File: src/rtl/mux_nway_rr.sv
// mux_nway_rr: N-way arbitrated multiplexer (round-robin or fixed priority)
// with a registered output stage and valid/ready handshakes on every channel.
module mux_nway_rr #(
    parameter int WIDTH    = 16,
    parameter int CHANNELS = 8,
    parameter int RR       = 1,
    localparam int SEL_W   = (CHANNELS > 2) ? $clog2(CHANNELS) : 1
) (
    input  logic                      clk,
    input  logic                      reset_n,
    input  logic [CHANNELS*WIDTH-1:0] in_data,
    input  logic [CHANNELS-1:0]       in_valid,
    output logic [CHANNELS-1:0]       in_ready,
    output logic [WIDTH-1:0]          out_data,
    output logic                      out_valid,
    input  logic                      out_ready,
    output logic [SEL_W-1:0]          out_sel
);
    localparam logic [SEL_W:0] CH_W = (SEL_W+1)'(CHANNELS);

    logic [SEL_W-1:0] ptr;
    logic [SEL_W-1:0] gnt_idx;
    logic [SEL_W-1:0] cand [CHANNELS];
    logic [WIDTH-1:0] chan [CHANNELS];
    logic             gnt_any;
    logic             load;

    // cand[i] is the channel visited i-th in the search starting at ptr,
    // with an explicit modulo wrap so non-power-of-two counts work.
    for (genvar i = 0; i < CHANNELS; i++) begin : g_ch
        logic [SEL_W:0] s;
        assign s       = {1'b0, ptr} + (SEL_W+1)'(i);
        assign cand[i] = SEL_W'((s >= CH_W) ? s - CH_W : s);
        assign chan[i] = in_data[i*WIDTH +: WIDTH];
    end

    always_comb begin
        gnt_any = 1'b0;
        gnt_idx = '0;
        for (int i = CHANNELS - 1; i >= 0; i--) begin
            if (in_valid[cand[i]]) begin
                gnt_any = 1'b1;
                gnt_idx = cand[i];
            end
        end
    end

    assign load     = !out_valid || out_ready;
    assign in_ready = (reset_n && load && gnt_any) ? CHANNELS'(1) << gnt_idx : '0;

    always_ff @(posedge clk or negedge reset_n) begin
        if (!reset_n) begin
            out_valid <= 1'b0;
            out_data  <= '0;
            out_sel   <= '0;
            ptr       <= '0;
        end else if (load) begin
            out_valid <= gnt_any;
            if (gnt_any) begin
                out_data <= chan[gnt_idx];
                out_sel  <= gnt_idx;
                if (RR != 0)
                    ptr <= (gnt_idx == SEL_W'(CHANNELS - 1)) ? '0 : gnt_idx + 1'b1;
            end
        end
    end
endmodule

File: config.mk
export PLATFORM = sky130hd
export DESIGN_NAME = mux_nway_rr
export DESIGN_NICKNAME = d
export VERILOG_FILES = /design/src/rtl/mux_nway_rr.sv
export SDC_FILE = /design/constraint.sdc
export NUM_CORES = 1
export LEC_CHECK = 0
export ABC_CLOCK_PERIOD_IN_PS = 4150
export CAP_MARGIN = 20
export CORE_MARGIN = 8
export CORE_UTILIZATION = 40
export CTS_CLUSTER_SIZE = 40
export DETAILED_ROUTE_END_ITERATION = 8
export MAX_ROUTING_LAYER = met4
export PLACE_DENSITY = 0.78
export RECOVER_POWER = 100
export SYNTH_ARGS = -nofsm -noshare
export SYNTH_HDL_FRONTEND = slang
export SYNTH_SLANG_ARGS = --single-unit
File: constraint.sdc
create_clock -name clk -period 4.15 [get_ports clk]
set_input_delay 0.415 -clock clk [delete_from_list [all_inputs] [get_ports clk]]
set_output_delay 0.415 -clock clk [all_outputs]
set_load 0.05 [all_outputs]
; Word level (Yosys, flattened, before mapping)
; Cells that the tools add are included.
[word_totals]
ff_bits = 23
in_bits = 139
out_inout_bits = 28
wordCells = 90
[classes]
addsub = 16
n_lt_le_gt_ge = 17
eq_ne = 1
shifts = 1
muxes = 45
n_bitwise = 1
n_reduce_logical = 5
[op_table]
columns = op, count
row1 = two-way mux 3 bit, 17
row2 = binary-select mux 16 bit (select 3 bit), 1
row3 = >= comparator 4 bit (second input constant), 8
row4 = less-than comparator 3 x 4 -> 1 bit (second input constant), 8
row5 = two-way mux 16 bit, 2
row6 = binary-select mux 1 bit (select 3 bit), 8
row7 = subtractor 3 x 1 -> 3 bit (second input constant), 8
row8 = adder 3 x 3 -> 4 bit (second input constant), 4
row9 = two-way mux 1 bit, 16
row10 = adder 3 x 2 -> 4 bit (second input constant), 2
row11 = two-way mux 8 bit, 1
row12 = << shifter 1 x 3 -> 8 bit (first input constant), 1
row13 = adder 3 x 1 -> 4 bit (second input constant), 1
row14 = >= comparator 3 x 4 -> 1 bit (second input constant), 1
row15 = inverter 3 -> 4 bit, 1
row16 = adder 3 x 1 -> 3 bit (second input constant), 1
row17 = == test 3 bit (second input constant), 1
row18 = logical AND 1 bit, 2
row19 = AND reduction 2 bit, 1
row20 = logical NOT 1 bit, 1
row21 = logical OR 1 bit, 1

; Longest topological paths before layout
; Gate-level depths: netlist of run 1.
[depth]
word_depth = 17
mapped_depth = 19
ltp_nobuf = 13

; Least setup slack after synthesis of run 1
; OpenSTA, ideal clock, no wires.
[synth_timing]
path_kind = reg2out
from = reg ptr[0]
to = out in_ready[7]
t_arrival_ps = 4396
required_ps = 3735
setup_slack_ps = -661
path_stages_with_launch = 19
path_buffers = 7
path_cell_list = dfrtp_1 -> buf_4 -> buf_2 -> inv_2 -> clkbuf_1 -> clkbuf_1 -> ha_1 -> buf_2 -> mux4_2 -> mux2_2 -> o32a_1 -> a2111oi_2 -> a31oi_1 -> buf_2 -> buf_2 -> inv_1 -> ha_1 -> ha_1 -> and3_1
[synth_via]
elab_chain_len = 15
word_cells_on_any_way = 66
classes_between = 15 x add/sub / 8 x order compare / 1 x shift / 41 x mux / 1 x reduce/logical
[synth_lines]
columns = item, line
row1 = "start, declared", 21  ; logic [SEL_W-1:0] ptr;
row2 = "start signal, assigned", 63  ; ptr <= (gnt_idx == SEL_W'(CHANNELS - 1)) ? '0 : gnt_idx + 1'b1;
row3 = adder 3 x 3 -> 4 bit, 32  ; assign s = {1'b0, ptr} + (SEL_W+1)'(i);
row4 = >= comparator 4 bit / subtractor 3 x 1 -> 3 bit (equally long branches), 33  ; assign cand[i] = SEL_W'((s >= CH_W) ? s - CH_W : s);
row5 = two-way mux 3 bit, 33
row6 = binary-select mux 1 bit (select 3 bit), 41  ; if (in_valid[cand[i]]) begin
row7 = two-way mux 1 bit (not written as such), 41
row8 = two-way mux 3 bit / two-way mux 1 bit (equally long branches) (8 in series), 41
row9 = << shifter 1 x 3 -> 8 bit / logical AND 1 bit (equally long branches), 49  ; assign in_ready = (reset_n && load && gnt_any) ? CHANNELS'(1) << gnt_idx : '0;
row10 = two-way mux 8 bit (*), 49
row11 = "end, declared", 13  ; output logic [CHANNELS-1:0] in_ready,
; Mark *: on every way between the ends. The rest lies on a longest branch, timed or not. The select of a mux whose other input is x is not followed.

; Worst setup path in the final report of run 1
; Ends and elaborated chain as after synthesis.

==> impl_summary.log, run 1 <==
[metrics] fraction of final layout cells sized beyond drive strength 1: between 10 and 15%
[metrics] First DRT Iteration DRCs: roughly 650
[metrics] grt ovf: 0
[metrics] Ports: about 170
[metrics] final RePlAce weighted congestion: roughly 0.94
[metrics] total inserted antenna cells: 0
[metrics] fin crit share: approximately 96%
[metrics] antenna-violating nets left: 0
[metrics] #FFs+latches synth: 23
[metrics] Tightest Hold Check Type: register to register
[metrics] area growth from synthesis to final layout: 48.3%
[metrics] ys flop type: sky130_fd_sc_hd__dfrtp_1
[metrics] top cell types by occurrence after synthesis: sky130_fd_sc_hd__o21ai_0, sky130_fd_sc_hd__clkbuf_1, sky130_fd_sc_hd__nand3_1, sky130_fd_sc_hd__a31oi_1, sky130_fd_sc_hd__nand2_1
[metrics] most numerous cell in the Yosys netlist: sky130_fd_sc_hd__o21ai_0
[metrics] chip height: between 100 and 150 um
[metrics] post-synthesis net count: between 700 and 800
[metrics] origin of the worst min-delay path: out_sel[2]
[metrics] Clock Sinks: 23
[metrics] # DRC: 0
[metrics] Max Fanout on Critical Path: 12
[metrics] worst-case hold path end point: out_sel[2]
[metrics] Synth top area share: between 10% and 20%
[metrics] syn avg cell area: about 7.3 um^2
[metrics] total clock buffers created by CTS: 3
[metrics] gate count after technology mapping: 558
[metrics] post-route cell area: just over 6000 um^2
[metrics] initial antenna violation count: 0
[metrics] reg-to-reg endpoint: out_data[2]
[metrics] number of iterations in the first detailed-routing pass: 5
[metrics] placement-stage cell area: roughly 6000 um^2
[metrics] clock transition at the registers of the reported paths: around 0.080 ns
[metrics] Worst Reg2Reg Path Length in Cells: 10
[metrics] Worst Setup End Kind: output port
[metrics] # setup viols final: 0
[metrics] hold path depth: 2
[metrics] Crit Path Class: register to output port
[metrics] DIE AREA: roughly 14000 um^2
[metrics] run status: finished, final reports clean
[metrics] hold buffer count at cts: 0
[metrics] H-tree depth: 1
[metrics] combined area of all synthesized cells: between 4000 and 5000 um^2
[metrics] number of maximum-capacitance violations: 0
[metrics] number of fill cells: between 900 and 1000
[metrics] maximum clock frequency: between 0.2 and 0.25 GHz
[metrics] total setup buffers inserted after CTS: 0
[metrics] total routed wirelength: roughly 18000 um
[metrics] total routing resource utilization after global routing: between 20% and 30%
[metrics] Final min period: 4.00 ns
[metrics] Clk Tree Root Cell: sky130_fd_sc_hd__clkbuf_8
[metrics] total of warnings raised by yosys: 0
[metrics] global-route wire length before repair: about 27000 um
[metrics] minimum setup slack among reg-to-reg paths: approximately 0.45 ns
[metrics] Hold Violations, Final: 0
[metrics] number of flops mapped to enable cells by yosys: 0
[metrics] DP HPWL: 13000 um
[metrics] Cell Count Post-Placement: just over 800
[metrics] startpoint types: register
[metrics] post-synthesis async set-or-reset flop share: 100%
[metrics] WL/cell: between 20 and 25 um
[metrics] Synth area leaders: sky130_fd_sc_hd__dfrtp_1, sky130_fd_sc_hd__o21ai_0, sky130_fd_sc_hd__mux4_2
[metrics] final slew viol count: 0
[metrics] horizontal die dimension: between 100 and 150 um
[metrics] maximum buffer depth of the clock tree: 2
[metrics] Clock Skew: a little over 0.003 ns
[metrics] slew margin rel.: between 40% and 50%
[metrics] proportion of synthesized chip area in sequential cells: 14.1%
[metrics] data arrival time of the worst path: ~3.6 ns
[metrics] startpoint of the worst-slack reg-to-reg timing path: ptr[0]
[metrics] number of vias in the routed layout: 5330
[metrics] worst skew pair latency: roughly 0.26 ns
[metrics] number of standard-cell rows in the floorplan: 37
[metrics] number of distinct standard cells referenced by the synthesized netlist: 51
[metrics] slew at the pin closest to its max-slew limit: 0.755 ns
[metrics] effective utilization at floorplan: 40.3%
[metrics] number of port buffers: roughly 170
[metrics] via count of the first global-routing pass: between 5000 and 6000
[metrics] CTS tree: yes
[metrics] Std-Cell Core Area: 10100 um^2
[metrics] final layout net count: between 800 and 900
[metrics] CP Data Required Time: between 3 and 4 ns
[metrics] largest net degree at the start of global routing: around 80
[metrics] non-filler cells, final: 822
[metrics] post-synth top area cell: sky130_fd_sc_hd__dfrtp_1
[metrics] detail-routed via count per cell: 6.48
[kinds of logic after synthesis]
group           count (synthesis)  share of synthesized area (%)
compound gates                274                           43.7
xor+xnor                        3                          0.646
fa+ha+maj                       4                           1.23
buf+inv                        73                           7.16
flops                          23                           14.1
mux                            47                           16.7
simple gates                  134                           16.5
[worst max path at each step]
| stage | from | end |
|---|---|---|
| 3_5_place_dp | in_valid[2] | in_ready[7] |
| 6_report | ptr[0] | in_ready[7] |
| 4_1_cts | ptr[0] | in_ready[7] |
| 5_1_grt | ptr[0] | in_ready[7] |
| 2_1_floorplan | ptr[0] | in_ready[7] |
| 3_3_place_gp | in_valid[2] | in_ready[7] |
[cell usage in the layout (no fill, tap or decap), types with 2 or more instances in the layout]
master,Yosys,routed
sky130_fd_sc_hd__a32oi_1,16,16
sky130_fd_sc_hd__o211ai_1,17,17
sky130_fd_sc_hd__o22ai_1,3,2
sky130_fd_sc_hd__a21boi_0,16,16
sky130_fd_sc_hd__nand2_1,32,32
sky130_fd_sc_hd__nor2_2,0,5
sky130_fd_sc_hd__buf_12,0,7
sky130_fd_sc_hd__nand3_1,51,51
sky130_fd_sc_hd__and3_1,20,19
sky130_fd_sc_hd__a22oi_1,2,2
sky130_fd_sc_hd__a31oi_1,50,49
sky130_fd_sc_hd__mux4_2,14,14
sky130_fd_sc_hd__nor3_1,3,3
sky130_fd_sc_hd__xnor2_1,3,2
sky130_fd_sc_hd__buf_4,1,23
sky130_fd_sc_hd__mux2_1,10,10
sky130_fd_sc_hd__inv_1,6,6
sky130_fd_sc_hd__o21ai_1,9,9
sky130_fd_sc_hd__dlygate4sd3_1,0,21
sky130_fd_sc_hd__o21ai_0,94,94
sky130_fd_sc_hd__clkbuf_8,0,3
sky130_fd_sc_hd__and2_1,3,2
sky130_fd_sc_hd__a221oi_1,17,17
sky130_fd_sc_hd__o2111ai_1,16,16
sky130_fd_sc_hd__ha_1,4,2
sky130_fd_sc_hd__clkdlybuf4s50_1,0,137
sky130_fd_sc_hd__mux2_2,17,16
sky130_fd_sc_hd__nand2b_1,3,3
sky130_fd_sc_hd__nor2_1,13,8
sky130_fd_sc_hd__or3_1,2,2
sky130_fd_sc_hd__mux2i_1,6,4
sky130_fd_sc_hd__a21oi_1,23,23
sky130_fd_sc_hd__dfrtp_1,23,22
[per-layer routing]
layer / track usage (%) / up-vias / wire (um) / part of all wire [%]
li1: - / 2491 / - / -
met1: 34.9 / 2498 / 7680 / 44
met2: 38.1 / 307 / 8050 / 46
met3: 3.08 / 34 / 1390 / 7.9
met4: 6.91 / 0 / 403 / 2.3
met5: - / - / 0 / 0
[critical path, cell delays in order, from the launching register on]
cell and delay [ns]:
sky130_fd_sc_hd__dfrtp_2 0.57, sky130_fd_sc_hd__buf_4 0.25, sky130_fd_sc_hd__mux4_2 0.53, sky130_fd_sc_hd__mux2_2 0.36
sky130_fd_sc_hd__or2_1 0.31, sky130_fd_sc_hd__o311ai_4 0.11, sky130_fd_sc_hd__nand3_1 0.16, sky130_fd_sc_hd__and2_0 0.23
sky130_fd_sc_hd__inv_1 0.15, sky130_fd_sc_hd__ha_2 0.21, sky130_fd_sc_hd__ha_1 0.13, sky130_fd_sc_hd__and3_4 0.18
sky130_fd_sc_hd__buf_12 0.13
[registers in the layout (all words and copies together), names as in the netlist]
name and count:
out_data 16, out_sel 3, ptr 3, out_valid 1
[through the flow]
stage | hold slack [ns] | utilization [%] | TNS, ns | setup slack (ns)
final | 0.495 | 59.8 | 0 | 0.147
after global placement | 0.465 | 59.0 | 0 | 0.306
after detailed placement | 0.467 | 59.0 | 0 | 0.232
after CTS | 0.501 | 59.4 | 0 | 0.0691
after global routing | 0.523 | 59.8 | -0.0207 | -0.0207
after floorplan | 0.119 | - | 0 | 0.0167
[what timing repair did]
item                                    CTS  global route
resized for setup                         0             5
endpoints found under the setup margin    0             6
endpoints found under the hold margin     0             0
[final cells by class]
| class | instances | area [um^2] | share of cell area, % |
|---|---|---|---|
| clock buffers | 3 | 41.3 | 0.684 |
| clock inverters | 1 | 5.00 | 0.0829 |
| inverters | 8 | 32.5 | 0.539 |
| multi-input cells | 462 | 3300 | 54.7 |
| flip-flops and latches | 23 | 577 | 9.56 |
| well taps | 136 | 170 | 2.82 |
| repair buffers | 189 | 1910 | 31.6 |
Power of run 1 is not shown: default switching activity piles up to over one toggle a cycle in this logic, so the estimate is an artifact.
==> inputs of run 2 (changes only) <==
--- a/config.mk
+++ b/config.mk
@@ -17,3 +17,4 @@
 export SYNTH_ARGS = -nofsm -noshare
 export SYNTH_HDL_FRONTEND = slang
 export SYNTH_SLANG_ARGS = --single-unit
+export TNS_END_PERCENT = 10
==> results of run 2 <==
No change in the layout: final DEF, timing and power equal those of run 1.
Power of run 2 is left out for the same reason.
==> RTL change 1 (flow settings as in run 1) <==
The parameter `WIDTH` goes from 16 to 24.
--- a/src/rtl/mux_nway_rr.sv
+++ b/src/rtl/mux_nway_rr.sv
@@ -2,5 +2,5 @@
 // with a registered output stage and valid/ready handshakes on every channel.
 module mux_nway_rr #(
-    parameter int WIDTH    = 16,
+    parameter int WIDTH    = 24,
     parameter int CHANNELS = 8,
     parameter int RR       = 1,
Ports: changed (resized in_data and out_data); port bits go from 167 to 239. No check against the original RTL was run, so the function may have changed too.
==> RTL change 1 against run 1 <==
Routed wire length is 2.7% higher; sequential cell count is 8 higher; cell area is 14% higher; die area is 0.88% higher; critical path depth stayed put; setup slack worse by 14 ps; register-to-register slack worse by 20 ps; synthesized area is 1.0% higher.
==> RTL change 1: results (changes against run 1) <==
Status = finished, final reports clean
Rel. slew slack = 25.0% (-24 points)
Placed wire-length estimate = 14100 µm (+8.8%)
Net count after synthesis = 661 (-5.7%)
Vias per cell = 5.68 (-12%)
Number of DRC markers in iteration 0 = 295 (-54%)
Critical Path Slowest Stage Cell = mux4_2
CP Max Fanout = 8 (-4)
Dpl cell area = 6780 µm² (+14%)
Count of cell types in the netlist = 46 (-9.8%)
Fin nets = 883 (+6.4%)
Post-synth ARST share = 100% (unchanged)
Hold crit path type = in -> async
Post-CTS Repair Setup Buffers = 0 (unchanged)
Num CTS Buffers = 5 (+2)
Total GRT Usage = 26.0% (+0.75 points)
Worst-Skew Late Latency = 280 ps (+20 ps)
Skew final = 5.93 ps (+2.90 ps)
Maximum VDD drop = 1.25 mV
Yosys warning total = 0 (unchanged)
Vias in the first global route = 5048 (-0.24%)
Clk root buf = clkbuf_8
Post-Place Worst Slack = 71.3 ps (-160 ps)
Top_reg_cell synth = dfrtp_1
Ranking of synthesized cells by area = mux2i_1 (19%), dfrtp_1 (19%), mux4_2 (8.2%)
Port bufs = 238 (+43%)
CP Data Arrival Time = 3600 ps (about the same)
CTS Buffer Depth = 2 (unchanged)
Final RePlAce weighted congestion = 0.898 (-4.6%)
Layout cells sized above 1 = 15.4% (+2.4 points)
Clock slew at reported path FFs = 80 ps (about the same)
Lkg Pwr = 2.84 nW
Post-synth top cells = mux2i_1 (79), nand2_1 (71), nor2_1 (32)
Register area share after synthesis = 18.9% (+4.7 points)
CP max stage delay = 600 ps (+30 ps)
Wire per inst = 22.1 µm (+3.8%)
Reg2reg path depth = 11 (+1)
Initial antenna violation count = 1 (+1)
CTS HTree Levels = 2 (+1)
Top flop regs = out_data x24, out_sel x3, ptr x3
Largest net degree at the start of global routing = 76 (-7.3%)
DRT Pass-1 Iters = 4 (-1)
First-pass GRT wire length = 28200 µm (+5.4%)
## RTL change 1: changes by cell type after synthesis, moves of 35 or more
| cell | run 1 | this run |
|---|---|---|
| clkbuf_1 | 52 | 17 |
| a31oi_1 | 50 | 2 |
| mux2i_1 | 6 | 79 |
| nand3_1 | 51 | 1 |
| o21ai_0 | 94 | 9 |
| nand2_1 | 32 | 71 |
## RTL change 1: kinds of logic after synthesis
group	synth area share (%)
buffers and inverters	7.03
multiplexers	36.5
flip-flops	18.9
XOR/XNOR	0.639
AND/OR/NAND/NOR	13.9
adder cells (fa/ha/maj)	1.22
AO/OA/AOI/OAI	21.9
## RTL change 1: worst paths after layout
kind / start / to / slack [ps]
setup / recovery: in_valid[5] / in_ready[7] / 130
hold / removal: reset_n / out_data[21] / 320
setup reg to reg: ptr[0] / out_data[11] / 430
hold reg to reg: out_sel[2] / out_sel[2] / 490
max in group asynchronous: reset_n / out_data[5] / 2520
min in group clk: out_sel[2] / out_sel[2] / 490
## RTL change 1: cell type report
cell class	count	area, µm²
inverters	10	40.0
multi-input cells	367	3180
diodes	1	2.50
fillers	818	3240
repair buffers	261	2650
clock buffers	6	82.6
clock inverters	1	5.00
well taps	136	170
flip-flops and latches	31	776
## RTL change 1: report_power, final
part / total, mW / internal (mW) / switching [mW]
Clock: 0.254 / 0.130 / 0.124
Combinational: 6.47 / 2.74 / 3.73
Sequential: 0.567 / 0.473 / 0.0940
Total: 7.29 / 3.34 / 3.95
## RTL change 1: through the flow
step / total power, mW / std cells
floorplan: 5.42 / 454
finish: 7.29 / 813
CTS: 7.30 / 812
global placement: 6.86 / 805
detailed placement: 7.03 / 805
global route: 7.78 / 813
## RTL change 1: per-layer routing
layer,routed length (µm),GRT usage (%)
met2,9210,44.0
met4,409,9.00
met1,7360,30.1
met3,1020,4.99
met5,0,-
## RTL change 1: critical path: cells and delay by family
| kind | cells | cell delay [ps] |
|---|---|---|
| fa+ha+maj | 2 | 410 |
| buf+inv | 3 | 830 |
| compound gates | 3 | 530 |
| simple gates | 1 | 190 |
| mux | 3 | 1210 |
## RTL change 1: timing repair
item                       4_1_cts  5_1_grt
hold buffers                     0        0
gates cloned                     0        0
gates resized for setup          1        6
setup endpoints to repair        2        5
hold endpoints to repair         0        0
==> RTL change 2 (settings of run 1) <==
Made on the original files. Reset style: synchronous (`reset_n`), changed in one clocked block.
--- a/src/rtl/mux_nway_rr.sv
+++ b/src/rtl/mux_nway_rr.sv
@@ -49,5 +49,5 @@
     assign in_ready = (reset_n && load && gnt_any) ? CHANNELS'(1) << gnt_idx : '0;
 
-    always_ff @(posedge clk or negedge reset_n) begin
+    always_ff @(posedge clk) begin
         if (!reset_n) begin
             out_valid <= 1'b0;
Formal check against the unedited RTL: differs if reset_n is asserted again (counterexample within 4 cycles, from zero or initial values and one cycle with reset_n low); with reset_n held inactive, the same outputs for 10 cycles.
==> RTL change 2 against run 1 <==
Routed wire length shrank 23%; clock skew shrank 2.1 ps; setup slack gained 30 ps; cell area shrank 17%; sequential cell count is the same; synthesized area shrank 18%; register-to-register slack lost 110 ps; critical path type unchanged; highest routed layer unchanged.
==> RTL change 2: results (changes against run 1) <==
Status = finished, final reports clean
Setup crit start = ptr[0]
Number of DRC markers in iteration 0 = 205 (-68%)
Cell count after synthesis = 396 (-29%)
Wire per inst = 21.0 µm (-1.5%)
Layout cells sized above 1 = 13.4% (+0.46 points)
DRT Wirelength = 13500 µm (-23%)
Post-synth top cells = nand2_1 (69), a311oi_1 (32), and4_1 (32)
Skew final = 0.938 ps (-2.09 ps)
Worst R2R Start = ptr[0]
CP Data Arrival Time = 3560 ps (-30 ps)
Dpl cell area = 5040 µm² (-15%)
Final RePlAce weighted congestion = 0.883 (-6.1%)
Clk root buf = clkbuf_8
Fin nets = 680 (-18%)
First-pass GRT wire length = 21200 µm (-21%)
Hold Crit Start = out_sel[1]
Ranking of synthesized cells by area = dfxtp_1 (14%), a311oi_1 (8.4%), and4_1 (8.4%)
CTS HTree Levels = 1 (unchanged)
Post-synth ARST share = 0% (-100 points)
DRT Pass-1 Iters = 4 (-1)
Vias per cell = 6.01 (-7.3%)
Net count after synthesis = 539 (-23%)
Total GRT Usage = 23.4% (-1.9 points)
Placed cells = 637 (-22%)
Register area share after synthesis = 13.8% (-0.38 points)
Count of cell types in the netlist = 54 (+5.9%)
Vias in the first global route = 4085 (-19%)
Placed wire-length estimate = 10600 µm (-18%)
-- RTL change 2: cell count changes after synthesis, moves of 17 or more --
cell	change
a221oi_1	-17
nand2_1	+37
o21ai_0	-93
a311oi_1	+32
dfxtp_1	+23
and4_1	+32
dfrtp_1	-23
a31oi_1	-49
clkbuf_1	-31
and3_1	-19
o21a_1	+18
nand3_1	-47
a211oi_1	+17
a21oi_1	-19
-- RTL change 2: final cells by class --
class,count,area (µm²)
clock buffer,3,41.3
clock inverter,1,7.51
fill,730,3140
inverter,10,42.5
multi-input combinational,319,2550
sequential,23,460
tap,105,131
timing repair buffer,180,1800
-- RTL change 2: what timing repair did --
action / in CTS / in global routing
gates resized for setup: 0 / 2
endpoints found under the setup margin: 0 / 6
buffers inserted: 0 / 0
-- RTL change 2: worst paths after layout --
kind	depth (start not counted)	endpoint	slack, ps
min reg2reg	2	out_sel[1]	520
max reg2reg	10	out_data[8]	340
min	2	out_sel[1]	520
max	10	in_ready[0]	180
-- RTL change 2: metrics by stage --
stage	utilization [%]	hold slack, ps	worst slack, ps
2_1_floorplan	-	657	-3.65
3_3_place_gp	61.7	485	295
3_5_place_dp	61.7	506	279
4_1_cts	62.3	531	22.8
5_1_grt	61.6	551	11.5
6_report	61.6	524	177
-- RTL change 2: critical path: stages (launching register included) --
cell and delay [ps]:
dfxtp_1 350, buf_4 340, mux4_2 610, mux2_1 430, a21o_1 210, a21o_1 160
o21ai_1 130, a211o_1 240, nand3_1 230, nor3_1 380, buf_12 190
-- RTL change 2: cells by family (layout without fill, tap and decap cells) --
group           Yosys count  count (layout)  synth area share (%)
simple gates            145             145                  24.5
compound gates          127             127                  32.7
flops                    23              23                  13.8
mux                      40              40                  16.6
xor+xnor                  3               3                 0.786
fa+ha+maj                 4               4                  1.50
buf+inv                  54             194                  10.3
-- RTL change 2: power by group --
part / switching [mW] / internal (mW)
sequential: 0.0615 / 0.314
clock: 0.0827 / 0.0682
combinational: 2.49 / 1.58
total: 2.63 / 1.96
-- RTL change 2: per-layer routing --
layer | vias up | routed length [µm] | track usage (%)
met5 | - | 0 | -
met4 | 0 | 348 | 7.33
met3 | 21 | 870 | 5.09
met2 | 166 | 6990 | 41.1
met1 | 1817 | 5260 | 25.6
li1 | 1851 | - | -
